$ cat config.mk
export PLATFORM = sky130hd
export DESIGN_NAME = cb_seq_mult_flat
export DESIGN_NICKNAME = d
export VERILOG_FILES = /design/src/rtl/cb_seq_mult_if.sv /design/src/rtl/cb_seq_mult.sv /design/src/flat_wrapper.sv
export SDC_FILE = /design/constraint.sdc
export NUM_CORES = 1
export LEC_CHECK = 0
export ABC_AREA = 0
export BUFFER_PORTS_ARGS = -buffer_cell sky130_fd_sc_hd__buf_2
export CAP_MARGIN = 30
export CORE_MARGIN = 2
export CORE_UTILIZATION = 59
export DETAILED_ROUTE_END_ITERATION = 16
export PLACE_DENSITY = 0.94
export SKIP_LAST_GASP = 1
export SYNTH_ARGS = -nofsm -noshare
export SYNTH_HDL_FRONTEND = slang
export SYNTH_SLANG_ARGS = --single-unit
$ cat constraint.sdc
create_clock -name clk -period 6.6 [get_ports clk]
set_input_delay 0.33 -clock clk [delete_from_list [all_inputs] [get_ports clk]]
set_output_delay 0.33 -clock clk [all_outputs]
set_load 0.005 [all_outputs]
$ cat src/rtl/cb_seq_mult_if.sv
// Handshake and operand/result bundle for the sequential multiplier.
// The master drives requests and operands, and the slave returns status and the product.
interface cb_seq_mult_if #(
  parameter int WIDTH = 4
);
  logic               start;
  logic               signed_mode;
  logic [WIDTH-1:0]   a;
  logic [WIDTH-1:0]   b;
  logic               busy;
  logic               done;
  logic [2*WIDTH-1:0] product;

  modport master (
    output start, signed_mode, a, b,
    input  busy, done, product
  );

  modport slave (
    input  start, signed_mode, a, b,
    output busy, done, product
  );
endinterface

$ cat src/rtl/cb_seq_mult.sv
// Sequential shift-add multiplier. One row of cb cells (partial-product AND
// plus full adder) is reused for WIDTH cycles. The block supports unsigned or
// two's-complement operands. In signed mode the last row subtracts the
// multiplicand, because the multiplier MSB has negative weight.
module cb_seq_mult #(
  parameter int WIDTH = 4
) (
  input  logic          clk,
  input  logic          rst_n,
  cb_seq_mult_if.slave  bus
);
  typedef enum logic [1:0] {IDLE, RUN, FINISH} state_t;

  localparam int CW = (WIDTH > 2) ? $clog2(WIDTH) : 1;
  localparam logic [CW-1:0] LAST = CW'(WIDTH - 1);

  state_t             state_q;
  logic [WIDTH-1:0]   a_q;
  logic [WIDTH-1:0]   b_q;
  logic               mode_q;
  logic [WIDTH-1:0]   acc_hi_q;
  logic [WIDTH-1:0]   acc_lo_q;
  logic [CW-1:0]      count_q;
  logic               busy_q;
  logic               done_q;
  logic [2*WIDTH-1:0] product_q;

  logic               negate;
  logic [WIDTH-1:0]   pp;
  logic [WIDTH:0]     x_ext;
  logic [WIDTH:0]     y_ext;
  logic [WIDTH:0]     carry;
  logic [WIDTH:0]     sum_d;

  // One carry-save row: select the operands, then ripple through the full adders (WIDTH+1 bits wide).
  always_comb begin
    negate = mode_q & (count_q == LAST) & b_q[0];
    pp     = a_q & {WIDTH{b_q[0]}};
    x_ext  = mode_q ? {acc_hi_q[WIDTH-1], acc_hi_q} : {1'b0, acc_hi_q};
    if (negate) begin
      y_ext = ~{a_q[WIDTH-1], a_q};
    end else if (mode_q) begin
      y_ext = {pp[WIDTH-1], pp};
    end else begin
      y_ext = {1'b0, pp};
    end
    carry    = '0;
    sum_d    = '0;
    carry[0] = negate;
    for (int i = 0; i < WIDTH; i++) begin
      sum_d[i]   = x_ext[i] ^ y_ext[i] ^ carry[i];
      carry[i+1] = (x_ext[i] & y_ext[i]) | (x_ext[i] & carry[i]) | (y_ext[i] & carry[i]);
    end
    sum_d[WIDTH] = x_ext[WIDTH] ^ y_ext[WIDTH] ^ carry[WIDTH];
  end

  // Control FSM and datapath registers. FINISH publishes the product and can also accept the next start.
  always_ff @(posedge clk) begin
    if (!rst_n) begin
      state_q   <= IDLE;
      a_q       <= '0;
      b_q       <= '0;
      mode_q    <= 1'b0;
      acc_hi_q  <= '0;
      acc_lo_q  <= '0;
      count_q   <= '0;
      busy_q    <= 1'b0;
      done_q    <= 1'b0;
      product_q <= '0;
    end else begin
      done_q <= 1'b0;
      case (state_q)
        IDLE, FINISH: begin
          if (state_q == FINISH) begin
            product_q <= {acc_hi_q, acc_lo_q};
            done_q    <= 1'b1;
          end
          if (bus.start) begin
            a_q      <= bus.a;
            b_q      <= bus.b;
            mode_q   <= bus.signed_mode;
            acc_hi_q <= '0;
            acc_lo_q <= '0;
            count_q  <= '0;
            busy_q   <= 1'b1;
            state_q  <= RUN;
          end else begin
            state_q  <= IDLE;
          end
        end
        RUN: begin
          acc_hi_q <= sum_d[WIDTH:1];
          acc_lo_q <= {sum_d[0], acc_lo_q[WIDTH-1:1]};
          b_q      <= b_q >> 1;
          if (count_q == LAST) begin
            busy_q  <= 1'b0;
            state_q <= FINISH;
          end else begin
            count_q <= count_q + 1'b1;
          end
        end
        default: state_q <= IDLE;
      endcase
    end
  end

  assign bus.busy    = busy_q;
  assign bus.done    = done_q;
  assign bus.product = product_q;
endmodule

$ cat src/flat_wrapper.sv
// flat-port wrapper written by rule: the top's interface ports become plain ports
module cb_seq_mult_flat 
#(
  parameter int WIDTH = 4
)
  (clk, rst_n, bus_start, bus_signed_mode, bus_a, bus_b, bus_busy, bus_done, bus_product);
  cb_seq_mult_if #(.WIDTH(WIDTH)) bus_i ();
  input  logic clk;
  input  logic rst_n;
  input wire logic [$bits(bus_i.start)-1:0] bus_start;
  input wire logic [$bits(bus_i.signed_mode)-1:0] bus_signed_mode;
  input wire logic [$bits(bus_i.a)-1:0] bus_a;
  input wire logic [$bits(bus_i.b)-1:0] bus_b;
  output wire logic [$bits(bus_i.busy)-1:0] bus_busy;
  output wire logic [$bits(bus_i.done)-1:0] bus_done;
  output wire logic [$bits(bus_i.product)-1:0] bus_product;
  assign bus_i.start = bus_start;
  assign bus_i.signed_mode = bus_signed_mode;
  assign bus_i.a = bus_a;
  assign bus_i.b = bus_b;
  assign bus_busy = bus_i.busy;
  assign bus_done = bus_i.done;
  assign bus_product = bus_i.product;
  cb_seq_mult #(.WIDTH(WIDTH)) u_core (.clk(clk), .rst_n(rst_n), .bus(bus_i));
endmodule
==> summary.md <==
| Metric | Value |
|---|---|
| Clk slew on worst S/H paths | 0.09 ns |
| Clk_lat worst skew | 0.32 ns |
| Crit path time final | 3.44 ns |
| Top cells by area, synth | dfxtp_1 44%, nand2_1 8.2%, a21boi_0 7.4% |
| Hold buffer count at cts | 0 |
| Max-Cap Viols | 0 |
| Syn_area_per_cell | 9.13 µm² |
| Via count | 1101 |
| Worst setup EP type | flop |
| NumNets Final | 191 |
| Routed wire length | 2500 µm |
| Tcrit/Tclk final | 52.1% |
| DP Wirelength | 1830 µm |
| Worst slew margin | 45.1% |
| CTS Sinks | 31 |
| Setup Total Neg Slack | 0 ns |
| CTS buffer count | 5 |
| Leak | 0.000623 µW |
| Most frequent cells in the layout | 31 x nand2_1, 31 x dfxtp_1, 21 x buf_2 |
| RSZ-0062 raised after global routing | no |
| Tot GR Track Use | 22.0% |
| Area Overhead vs Synth | 10.6% |
| Clock skew | 0.00400 ns |
| # rows | 17 |
| Final hold vios | 0 |
| Max H-tree Level | 2 |
| Final Worst Setup Slack | 3.16 ns |
| VDD IR max | 145 µV |
| Vias per cell | 5.42 |
| DRT antenna net count | 0 |
| RD Place Congestion | 0.829 |
| CP Max Fanout | 8 |
| Max Freq | 0.291 GHz |
| Post-route DRC violation count | 0 |
| Count of cell types in the netlist | 31 |
| Initial Utilization | 63.2% |
| Pins over their slew limit | 0 |
| Final Setup Violations | 0 |
| Synthesized flop and latch total | 31 |
| Mapped cell area | 0.00142 mm² |
| Pin count of the biggest net entering global routing | 32 |
| Reg-to-reg slack, setup | 3.16 ns |
| Die X | 53.1 µm |
| Worst Tran Pin Value | 0.822 ns |
| Clock Path Buffers | 2 |
| Vias in the first global route | 1025 |
| Global-route wire length before repair | 4310 µm |
| Die ar. | 0.00282 mm² |
| Crit Path Class | reg2reg |
| DRT Pass-1 Iters | 4 |
| Pwr per Cell Area | 224 mW/mm² |
| Syn_nets | 173 |
| Area leader, netlist | dfxtp_1 |
| Ant. Diodes | 0 |
| Top-area cell type share of the netlist area | 43.6% |
| Sequential area share after synthesis | 43.6% |
| PortBufs | 21 |
| DR iter-0 viols | 20 |
| CP required | 6.88 ns |
| Root Driver | clkbuf_4 |
| Hold Path Class | in2reg |
| WP data arrival | 3.72 ns |
| Worst slack, placed | 3.19 ns |
| Worst Setup Start Kind | flop |
| Antenna violations before repair | 0 |
| CORE AREA | 0.00225 mm² |
| Post-CTS Setup Bufs | 0 |
| CTS resizes | 0 |
| CTS tree | yes |
| Die height | 53.1 µm |
| Gr ovfl total | 0 |
| Share of layout cells above drive strength 1 | 17.1% |
| Status | completed |
| Post-Syn Instances | 156 |
| Drt wl/cell | 12.3 µm |
| YS warnings | 0 |
| Boundary Pins | 22 |
==> state kept, by name, indices dropped and copies added, names as in the netlist <==
signal and cells:
u_core.bus.done 1, u_core.state_q 2, u_core.bus.busy 1, u_core.acc_hi_q 4, u_core.mode_q 1, u_core.bus.product 8, u_core.count_q 2, u_core.acc_lo_q 4
u_core.b_q 4, u_core.a_q 4
==> routing by layer <==
layer | part of all wire (%) | GRT usage, % | routed length, µm
met1 | 42 | 23.2 | 1060
met2 | 52 | 36.5 | 1300
met3 | 5.2 | 10.2 | 130
met4 | 0.64 | 11.5 | 16
met5 | 0 | 0 | 0
==> final timing paths <==
check                              from               endpoint  depth (start not counted)
setup reg to reg      u_core.count_q[1]     u_core.acc_hi_q[3]                         13
hold reg to reg   u_core.bus.product[2]  u_core.bus.product[2]                          2
setup / recovery      u_core.count_q[1]     u_core.acc_hi_q[3]                         13
hold / removal                 bus_a[1]          u_core.a_q[1]                          3
==> through the flow <==
stage,power [µW],instances,util (%),area [µm²],hold WS [ns]
3_5_place_dp,234,195,66.8,1510,0.457
6_report,353,203,69.9,1580,0.248
3_3_place_gp,232,195,66.8,1510,0.448
2_1_floorplan,226,156,-,1420,0.441
4_1_cts,357,203,69.9,1580,0.236
5_1_grt,371,203,69.9,1580,0.231
==> cells in the mapped netlist <==
cell type / n
dfxtp_1: 31
nand2_1: 31
a21boi_0: 14
nor2b_1: 10
nor2_1: 9
a22oi_1: 7
and2_1: 5
clkbuf_1: 5
xnor2_1: 5
fa_1: 4
inv_1: 4
nand2b_1: 3
o21a_1: 3
o221ai_1: 3
a2111oi_0: 2
a21oi_1: 2
and2b_1: 2
buf_6: 2
nor3_1: 2
a221o_1: 1
a31o_1: 1
and3_1: 1
buf_1: 1
buf_2: 1
buf_4: 1
ha_1: 1
nand3_1: 1
nor2_4: 1
nor3b_1: 1
o211ai_1: 1
xor2_2: 1
==> power breakdown <==
part           internal (µW)  switching [µW]
logic                   13.2            17.6
registers                193            5.45
clock network           62.6            60.7
total                    269            83.7
==> worst max-delay path: stages (launching register included) <==
cell and delay [ns]:
dfxtp_1 0.36, ha_1 0.34, nand2_1 0.21, xnor2_1 0.17
nand2_1 0.08, fa_1 0.16, inv_1 0.05, fa_1 0.38
fa_1 0.39, fa_1 0.41, xnor2_1 0.16, a2111oi_0 0.41
a221o_1 0.17, o21a_1 0.11
==> cell families (layout without fill, tap and decap cells) <==
group                    count (synthesis)  count (layout)  share of synthesized area [%]
AND/OR/NAND/NOR                         66              66                           22.3
AO/OA/AOI/OAI                           34              34                           18.3
flip-flops                              31              31                           43.6
buffers and inverters                   14              33                           5.10
XOR/XNOR                                 6               6                           4.22
adder cells (fa/ha/maj)                  5               5                           6.50
==> final cells by class <==
class	instances	area [µm²]
clock buffer	8	68.8
fill	192	679
inverter	4	15.0
multi-input combinational	111	731
sequential	31	621
tap	28	35.0
timing repair buffer	21	105
(Power assumes the default switching activity.)
